--- config.mk ---
export PLATFORM = sky130hd
export DESIGN_NAME = if_agc_ctrl_flat
export DESIGN_NICKNAME = d
export VERILOG_FILES = /design/src/rtl/if_agc_ctrl_pkg.sv /design/src/rtl/if_agc_ctrl_if.sv /design/src/rtl/if_agc_ctrl_peak_det.sv /design/src/rtl/if_agc_ctrl.sv /design/src/flat_wrapper.sv
export SDC_FILE = /design/constraint.sdc
export NUM_CORES = 1
export LEC_CHECK = 0
export BUFFER_PORTS_ARGS = -buffer_cell sky130_fd_sc_hd__buf_2
export CAP_MARGIN = 20
export CORE_MARGIN = 1
export CORE_UTILIZATION = 40
export CTS_CLUSTER_SIZE = 12
export DETAILED_ROUTE_END_ITERATION = 8
export PLACE_DENSITY = 0.67
export REMOVE_ABC_BUFFERS = 1
export SYNTH_ARGS = -nofsm -noshare
export SYNTH_HDL_FRONTEND = slang
export SYNTH_SLANG_ARGS = --single-unit
--- constraint.sdc ---
create_clock -name clk -period 4.55 [get_ports clk]
set_input_delay 0.6825 -clock clk [delete_from_list [all_inputs] [get_ports clk]]
set_output_delay 0.6825 -clock clk [all_outputs]
set_load 0.03 [all_outputs]
--- src/rtl/if_agc_ctrl_pkg.sv ---
// Shared radio definitions: AGC state encoding, gain code limits and the
// saturating magnitude helper used by the peak tracker.
package if_radio_pkg;

    localparam int GAIN_W = 3;
    localparam logic [GAIN_W-1:0] GAIN_MAX = 3'd5;

    typedef enum logic [1:0] {
        ST_IDLE    = 2'd0,
        ST_MEASURE = 2'd1,
        ST_DECIDE  = 2'd2,
        ST_SETTLE  = 2'd3
    } agc_state_t;

    // |x| on 7 bits; -128 has no positive twin so it saturates to 127.
    function automatic logic [6:0] sat_abs(input logic signed [7:0] x);
        logic [7:0] neg;
        neg = 8'(-x);
        if (x == -8'sd128)
            return 7'd127;
        else if (x < 0)
            return neg[6:0];
        else
            return x[6:0];
    endfunction

endpackage

--- src/rtl/if_agc_ctrl_if.sv ---
// Bundle between the AGC and its surroundings: IF samples and SPI
// configuration in, gain select and status out.
interface if_agc_ctrl_if;
    import if_radio_pkg::*;

    logic                    sample_en;
    logic signed [7:0]       if_filt_in;
    logic                    agc_en;
    logic [GAIN_W-1:0]       gain_manual;
    logic [6:0]              thr_hi;
    logic [6:0]              thr_lo;
    logic [GAIN_W-1:0]       gain_out;
    logic                    gain_chg;
    logic [6:0]              peak_out;
    logic                    locked;

    modport master (
        output sample_en, if_filt_in, agc_en, gain_manual, thr_hi, thr_lo,
        input  gain_out, gain_chg, peak_out, locked
    );

    modport slave (
        input  sample_en, if_filt_in, agc_en, gain_manual, thr_hi, thr_lo,
        output gain_out, gain_chg, peak_out, locked
    );

endinterface

--- src/rtl/if_agc_ctrl_peak_det.sv ---
// Window peak tracker: holds the largest saturated magnitude seen since the
// last clear. Clear wins over update.
module if_peak_det
    import if_radio_pkg::*;
(
    input  logic              clk,
    input  logic              RSTb,
    input  logic              clr_i,
    input  logic              upd_i,
    input  logic signed [7:0] sample_i,
    output logic [6:0]        peak_o
);

    logic [6:0] peak_q;
    logic [6:0] mag;

    assign mag    = sat_abs(sample_i);
    assign peak_o = peak_q;

    // Running maximum of qualified sample magnitudes.
    always_ff @(posedge clk) begin
        if (!RSTb)
            peak_q <= '0;
        else if (clr_i)
            peak_q <= '0;
        else if (upd_i && (mag > peak_q))
            peak_q <= mag;
    end

endmodule

--- src/rtl/if_agc_ctrl.sv ---
// IF automatic gain control: measures the peak over a window of samples and
// steps the IF gain down on overload or up after a run of quiet windows.
//
// state      | meaning
// IDLE       | manual gain, AGC parked
// MEASURE    | collect window peak
// DECIDE     | one cycle: publish peak, apply attack/decay
// SETTLE     | discard one window after a gain step
module if_agc_ctrl
    import if_radio_pkg::*;
#(
    parameter int WIN_LOG2 = 10,
    parameter int HOLD_WIN = 4
) (
    input  logic            clk,
    input  logic            RSTb,
    if_agc_ctrl_if.slave    bus
);

    localparam logic [3:0] HOLD_LIM = 4'(HOLD_WIN);

    agc_state_t          state_q;
    logic [WIN_LOG2-1:0] win_cnt_q;
    logic [3:0]          hold_q;
    logic [GAIN_W-1:0]   gain_out_q;
    logic                gain_chg_q;
    logic [6:0]          peak_out_q;
    logic                locked_q;

    logic [6:0]          peak;
    logic                win_done;
    logic [GAIN_W-1:0]   gain_man;
    logic [GAIN_W-1:0]   gain_d;
    logic [3:0]          hold_d;
    logic [3:0]          hold_sat;
    logic                chg_d;

    assign win_done = &win_cnt_q;
    assign gain_man = (bus.gain_manual > GAIN_MAX) ? GAIN_MAX : bus.gain_manual;

    if_peak_det u_peak (
        .clk      (clk),
        .RSTb     (RSTb),
        .clr_i    ((state_q == ST_IDLE) || (state_q == ST_DECIDE)),
        .upd_i    ((state_q == ST_MEASURE) && bus.sample_en && bus.agc_en),
        .sample_i (bus.if_filt_in),
        .peak_o   (peak)
    );

    // Gain decision for DECIDE; attack is checked first so it wins over decay.
    always_comb begin
        gain_d   = gain_out_q;
        hold_d   = '0;
        chg_d    = 1'b0;
        hold_sat = (hold_q >= HOLD_LIM) ? HOLD_LIM : hold_q + 4'd1;
        if (peak >= bus.thr_hi) begin
            if (gain_out_q != '0) begin
                gain_d = gain_out_q - 3'd1;
                chg_d  = 1'b1;
            end
        end else if (peak < bus.thr_lo) begin
            if ((hold_sat == HOLD_LIM) && (gain_out_q < GAIN_MAX)) begin
                gain_d = gain_out_q + 3'd1;
                chg_d  = 1'b1;
            end else begin
                hold_d = hold_sat;
            end
        end
    end

    // Sequencer with registered outputs; disabling the AGC abandons any window.
    always_ff @(posedge clk) begin
        if (!RSTb) begin
            state_q    <= ST_IDLE;
            win_cnt_q  <= '0;
            hold_q     <= '0;
            gain_out_q <= '0;
            gain_chg_q <= 1'b0;
            peak_out_q <= '0;
            locked_q   <= 1'b0;
        end else begin
            gain_chg_q <= 1'b0;
            if (!bus.agc_en) begin
                state_q    <= ST_IDLE;
                win_cnt_q  <= '0;
                hold_q     <= '0;
                gain_out_q <= gain_man;
                locked_q   <= 1'b0;
            end else begin
                unique case (state_q)
                    ST_IDLE: begin
                        state_q   <= ST_MEASURE;
                        win_cnt_q <= '0;
                        hold_q    <= '0;
                    end
                    ST_MEASURE, ST_SETTLE: begin
                        if (bus.sample_en) begin
                            if (win_done) begin
                                win_cnt_q <= '0;
                                state_q   <= (state_q == ST_MEASURE) ? ST_DECIDE : ST_MEASURE;
                            end else begin
                                win_cnt_q <= win_cnt_q + WIN_LOG2'(1);
                            end
                        end
                    end
                    ST_DECIDE: begin
                        peak_out_q <= peak;
                        win_cnt_q  <= '0;
                        hold_q     <= hold_d;
                        gain_out_q <= gain_d;
                        gain_chg_q <= chg_d;
                        locked_q   <= ~chg_d;
                        state_q    <= chg_d ? ST_SETTLE : ST_MEASURE;
                    end
                    default: state_q <= ST_IDLE;
                endcase
            end
        end
    end

    assign bus.gain_out = gain_out_q;
    assign bus.gain_chg = gain_chg_q;
    assign bus.peak_out = peak_out_q;
    assign bus.locked   = locked_q;

endmodule
--- src/flat_wrapper.sv ---
// flat-port wrapper written by rule: the top's interface ports become plain ports
module if_agc_ctrl_flat import if_radio_pkg::*;
#(
    parameter int WIN_LOG2 = 10,
    parameter int HOLD_WIN = 4
)
  (clk, RSTb, bus_sample_en, bus_if_filt_in, bus_agc_en, bus_gain_manual, bus_thr_hi, bus_thr_lo, bus_gain_out, bus_gain_chg, bus_peak_out, bus_locked);
  if_agc_ctrl_if bus_i ();
  input  logic clk;
  input  logic RSTb;
  input wire logic [$bits(bus_i.sample_en)-1:0] bus_sample_en;
  input wire logic [$bits(bus_i.if_filt_in)-1:0] bus_if_filt_in;
  input wire logic [$bits(bus_i.agc_en)-1:0] bus_agc_en;
  input wire logic [$bits(bus_i.gain_manual)-1:0] bus_gain_manual;
  input wire logic [$bits(bus_i.thr_hi)-1:0] bus_thr_hi;
  input wire logic [$bits(bus_i.thr_lo)-1:0] bus_thr_lo;
  output wire logic [$bits(bus_i.gain_out)-1:0] bus_gain_out;
  output wire logic [$bits(bus_i.gain_chg)-1:0] bus_gain_chg;
  output wire logic [$bits(bus_i.peak_out)-1:0] bus_peak_out;
  output wire logic [$bits(bus_i.locked)-1:0] bus_locked;
  assign bus_i.sample_en = bus_sample_en;
  assign bus_i.if_filt_in = bus_if_filt_in;
  assign bus_i.agc_en = bus_agc_en;
  assign bus_i.gain_manual = bus_gain_manual;
  assign bus_i.thr_hi = bus_thr_hi;
  assign bus_i.thr_lo = bus_thr_lo;
  assign bus_gain_out = bus_i.gain_out;
  assign bus_gain_chg = bus_i.gain_chg;
  assign bus_peak_out = bus_i.peak_out;
  assign bus_locked = bus_i.locked;
  if_agc_ctrl #(.WIN_LOG2(WIN_LOG2), .HOLD_WIN(HOLD_WIN)) u_core (.clk(clk), .RSTb(RSTb), .bus(bus_i));
endmodule
==> impl_metrics.ini, run 1 <==
[run_status]
status = finished, final reports clean

[grt]
grt_overflow = 0
antenna_found_initial = 0
grt_max_degree = 17
grt_pass1_vias = 1900
grtUsageTotal_pct = 17.2
grt_pass1_wl_um = 8210

[placement]
io_buffers = 40
dpl.hpwl_um = 3560
gp_congestion = 0.806
place_inst = 377

[cts]
cts_tree = done
cts_hold_buf = 0
cts_max_path_buffers = 2
root_buffer = clkbuf_8
cts_resized = 0
cts.clk_slew.worst_paths_ps = 70
cts.htree.levels = 2
clkSinkCount = 35
cts_setup_buffers = 0
clock_latency_ps = 280
cts_buffers = 5

[synth]
synth_common_cells = dfxtp_1, nand2_1, nor2_1
synth_area_leaders = dfxtp_1, ha_1, nand2_1, nor2_1, nand3_1
yosysTopAreaCell = dfxtp_1
synth_top_area_share_pct = 31.4
synthFlopType = dfxtp_1
yosysMostFrequentCell = dfxtp_1
async_flop_share_pct = 0
syn_area_um2 = 2230
synth_cell_types = 49
synth_cells = 274
synth_warnings = 0
synth_edf_count = 0
syn_avg_cell_area_um2 = 8.14
ys_seq_elements = 35
ys_seq_area_share_pct = 31.4

[sta]
hold_violations = 0
drv_slew = 0
setup_violations = 0
slew_headroom_pct = 50.3
finalCritPeriodShare_pct = 74.9
rsz0062_at_grt = false
timing.fmax_ghz = 0.293
final.setup.tns_ps = 0
final.min_clock_period_ps = 3410
fin_skew_ps = 4.98
tightest_slew_ps = 744

[routing]
drc = 0
via_count = 2020
top_layer = met4
wl_met2_um = 2090
dr.pass1.iters = 4
wl_met1_um = 2290
routedWlPerCell_um = 12.1
drt_wl_total_um = 4660
viasPerCell = 5.25
drtIter0Drc = 68
postRouteAntennaNets = 0
route.met3.wl_um = 178

[floorplan]
die_h_um = 76.7
placeableCoreArea_um2 = 5240
die_w_um = 76.7
row_count = 26
boundaryPins = 41
initial_utilization_pct = 42.6
die_area_um2 = 5880

[power_and_ir_drop]
p_seq_share_pct = 48.7
switching_share_pct = 25.0
peakVddDrop_mv = 0.0943
p_clk_share_pct = 38.7
power_switching_uw = 161
p_comb_share_pct = 12.6
leakage_uw = 0.00113
internal-power_uw = 483
powerDensity_nw_per_um2 = 249

[setup_path]
crit_type = in -> reg
cp-end-kind = register
crit_fanout = 9
arrival_ps = 3580
startpoint_type = primary input
worstPathRequired_ps = 4720

[layout]
antennaDiodeCount = 0
syn_to_final_growth_pct = 15.9
drive_above_1_share_pct = 16.8
fin_nets = 367
final_cells = 385
fin_util_pct = 49.3

[run]
max-cap-violations = 0

[min_path]
hp-class = reg -> reg
## state kept, by name, summed over array words and instances, names as in the netlist
signal                flops
u_core.u_peak.peak_o      7
u_core.hold_q             4
u_core.bus.gain_out       3
u_core.win_cnt_q         10
u_core.bus.locked         1
u_core.bus.gain_chg       1
u_core.state_q            2
u_core.bus.peak_out       7
## layout by cell type (no fill, tap or decap), drive strengths merged, types with 2 or more instances in the layout
| cell | synthesis | layout |
|---|---|---|
| nand3b | 2 | 2 |
| o31ai | 3 | 3 |
| o22ai | 2 | 2 |
| a21boi | 7 | 7 |
| nor2 | 30 | 30 |
| nand4 | 7 | 7 |
| xor2 | 9 | 9 |
| nor3 | 3 | 3 |
| clkbuf | 6 | 8 |
| or3b | 3 | 3 |
| o21a | 2 | 2 |
| xnor2 | 4 | 4 |
| a21oi | 10 | 10 |
| nor2b | 6 | 6 |
| o21ai | 6 | 6 |
| nand3 | 17 | 17 |
| mux2i | 7 | 7 |
| and3 | 5 | 5 |
| ha | 23 | 23 |
| buf | 1 | 40 |
| nand2b | 6 | 6 |
| a21o | 3 | 3 |
| a31oi | 4 | 4 |
| and2 | 2 | 2 |
| nand2 | 31 | 31 |
| o211ai | 2 | 2 |
| dfxtp | 35 | 35 |
| inv | 22 | 22 |
## worst paths after layout
kind              slack (ps)               startpoint  depth (start not counted)                 endpoint
hold / removal           460   u_core.bus.peak_out[2]                          2   u_core.bus.peak_out[2]
setup reg to reg        2020  u_core.u_peak.peak_o[0]                         10   u_core.bus.gain_out[1]
setup / recovery        1140        bus_if_filt_in[2]                         12  u_core.u_peak.peak_o[2]
hold reg to reg          460   u_core.bus.peak_out[2]                          2   u_core.bus.peak_out[2]
## routing by layer
layer  global-route usage [%]  vias to the layer above
met3                     3.81                        9
met5                        0                        -
li1                         -                     1034
met2                     28.7                       56
met1                     21.1                      921
met4                     7.69                        0
## stage by stage
stage,setup slack [ps],area (um^2),hold slack [ps],total power [uW]
final,1140,2580,460,644
after detailed placement,809,2480,454,402
after floorplan,1200,2200,433,369
after global routing,953,2580,482,676
after CTS,1100,2580,463,649
after global placement,909,2480,444,400
## layout make-up
class,count,area (um^2)
inverter,22,82.6
clock buffer,8,100
timing repair buffer,40,200
multi-input combinational,210,1410
sequential,35,701
tap,70,87.6
fill,522,2650
## logic make-up (layout without fill, tap and decap cells)
| logic type | Yosys count | after routing | synth area share, % |
|---|---|---|---|
| AND/OR/NAND/NOR | 119 | 119 | 26.4 |
| AO/OA/AOI/OAI | 47 | 47 | 14.9 |
| flip-flops | 35 | 35 | 31.4 |
| buffers and inverters | 29 | 70 | 5.22 |
| adder cells (fa/ha/maj) | 24 | 24 | 13.8 |
| XOR/XNOR | 13 | 13 | 5.11 |
| multiplexers | 7 | 7 | 3.14 |
## power by group through the flow
stage	Sequential [uW]	Clock, uW	Combinational, uW
after global placement	320	0	79.1
after detailed placement	321	0	81.0
after floorplan	322	0	46.9
after CTS	313	254	81.8
final	314	249	81.4
after global routing	314	269	92.8
## critical path: stages
cell and delay, ps:
buf_2 120, or3_1 380, or3b_1 370, or3b_1 470, and2_4 210, ha_1 180
nor2b_1 100, o21a_1 110, o21bai_1 70, a31oi_2 550, mux2i_1 270, nor2_1 50
Note: power is estimated with default switching activity, not from simulation.
==> run 2, diff against run 1 <==
- PLACE_DENSITY: 0.67 -> 0.69
- clock period: 4.55 -> 3.1 ns (I/O delays scaled with it)
==> run 2 against run 1 <==
Critical path type unchanged. Count of clock-buffer cells in the layout fell by 3. Utilization rose by 2.3 points. Largest cell class unchanged. Sequential power rose by 46%. Die area did not move. Non-clock buffer count rose by 14.
==> impl_metrics.ini, run 2 (synthesis results as in run 1) <==
[run_status]
status = finished, final reports clean

[min_path]
hold_start = u_core.hold_q[2]
hp-class = reg -> reg

[setup_path]
worstPathCellList = buf_2, or3_1, or3b_4, or3b_4, o211ai_2, ha_1, nor2b_1, o21a_1, o21bai_1, a31oi_2, buf_4, and3_1, nor3_1
r2r-start = u_core.u_peak.peak_o[0]
cp-end-kind = register
startpoint_type = primary input
crit_fanout = 6
crit_start = bus_if_filt_in[2]
cp_num_buf_inv = 2
critPathMaxStageDelay_ps = 410
critical_path.most_common_cell = or3b_4
cpLargestDelayFamily = simple AND/OR/NAND/NOR gates
crit_slowest_cell = or3b_4
worstPathRequired_ps = 3310
crit_type = in -> reg
arrival_ps = 3180

[floorplan]
die_area_um2 = 5880
die_w_um = 76.7
boundaryPins = 41
row_count = 26
die_h_um = 76.7
placeableCoreArea_um2 = 5240
initial_utilization_pct = 42.6

[cts]
clock_latency_ps = 290
cts_hold_buf = 0
clkSinkCount = 35
cts.clk_slew.worst_paths_ps = 70
root_buffer = clkbuf_8
cts_max_path_buffers = 2
cts.htree.levels = 2
cts_buffers = 5
cts_tree = done

[sta]
finalCritPeriodShare_pct = 95.6
final.min_clock_period_ps = 2960
slew_headroom_pct = 58.1
tightest_slew_ps = 624
rsz0062_at_grt = true
drv_slew = 0
hold_violations = 0
fin_skew_ps = 3.97
setup_violations = 0
timing.fmax_ghz = 0.338

[routing]
top_layer = met4
drc = 0
wl_met2_um = 2150
via_count = 2002
drtIter0Drc = 74
routedWlPerCell_um = 11.6
postRouteAntennaNets = 0
viasPerCell = 5.02
route.met3.wl_um = 126
drt_wl_total_um = 4640
wl_met1_um = 2300
dr.pass1.iters = 4

[layout]
fin_area_um2 = 2710
syn_to_final_growth_pct = 21.4
drive_above_1_share_pct = 21.3
largest_register_ffs = 10
final_cells = 399
final_cell_mix = buf_2, dfxtp_1, nand2_1, nor2_1, ha_1
top_register = u_core.win_cnt_q
antennaDiodeCount = 0
mostFrequentLayoutCell = buf_2
fin_nets = 381

[placement]
io_buffers = 40
place_inst = 390
dpl.hpwl_um = 3670
dpl_cell_area_um2 = 2580
gp_congestion = 0.817

[grt]
grt_overflow = 0
grtUsageTotal_pct = 17.3
grt_pass1_vias = 1855
grt_max_degree = 17
grt_pass1_wl_um = 8210
antenna_found_initial = 0

[power_and_ir_drop]
powerDensity_nw_per_um2 = 371
leakage_uw = 0.00120
peakVddDrop_mv = 0.190

[run]
max-cap-violations = 0
==> run 2: cell types whose count changed in the layout (fill, tap and decap cells not counted), moves of 2 or more <==
cell      delta
clkbuf_8     -2
or3b_1       -2
buf_4       +14
or3b_4       +2
==> run 2: routing by layer <==
layer  GRT usage (%)  up-vias
li1                -     1062
met2            28.8       32
met5               0        -
met4            6.54        0
met1            22.0      902
met3            3.33        6
==> run 2: timing repair <==
action                                  4_1_cts  5_1_grt
endpoints found under the setup margin        0        6
gates resized for setup                       0        2
setup buffers                                 0        1
==> run 2: worst paths after layout <==
kind,end,slack [ps],depth (start not counted)
hold reg to reg,u_core.hold_q[2],460,2
hold / removal,u_core.hold_q[2],460,2
setup / recovery,u_core.u_peak.peak_o[4],140,13
setup reg to reg,u_core.bus.gain_out[1],500,10
==> run 2: per-stage QoR <==
| step | hold WS (ps) | power (uW) | utilization, % | setup TNS [ps] | setup slack (ps) |
|---|---|---|---|---|---|
| global placement | 443 | 597 | 49.3 | -488 | -94.9 |
| floorplan | 433 | 542 | - | -167 | -30.6 |
| detailed placement | 452 | 599 | 49.3 | -1090 | -176 |
| finish | 461 | 1000 | 51.7 | 0 | 138 |
| CTS | 465 | 1010 | 51.4 | 0 | 118 |
| global route | 484 | 1050 | 51.7 | -2.19 | -2.19 |
==> run 2: cell type report <==
type                       count  area [um^2]
fill                         515         2530
multi-input combinational    210         1420
sequential                    35          701
timing repair buffer          54          305
tap                           70         87.6
inverter                      22         82.6
clock buffer                   5         68.8
clock inverter                 3         43.8
==> run 2: report_power, final <==
| group | internal [uW] | switching, uW |
|---|---|---|
| sequential | 453 | 7.00 |
| clock | 239 | 173 |
| combinational | 63.0 | 68.2 |
| total | 755 | 248 |
==> run 2: worst min-delay path: stages (launching register included) <==
cell and delay, ps:
dfxtp_1 320, nand2_1 50, nand2_1 40
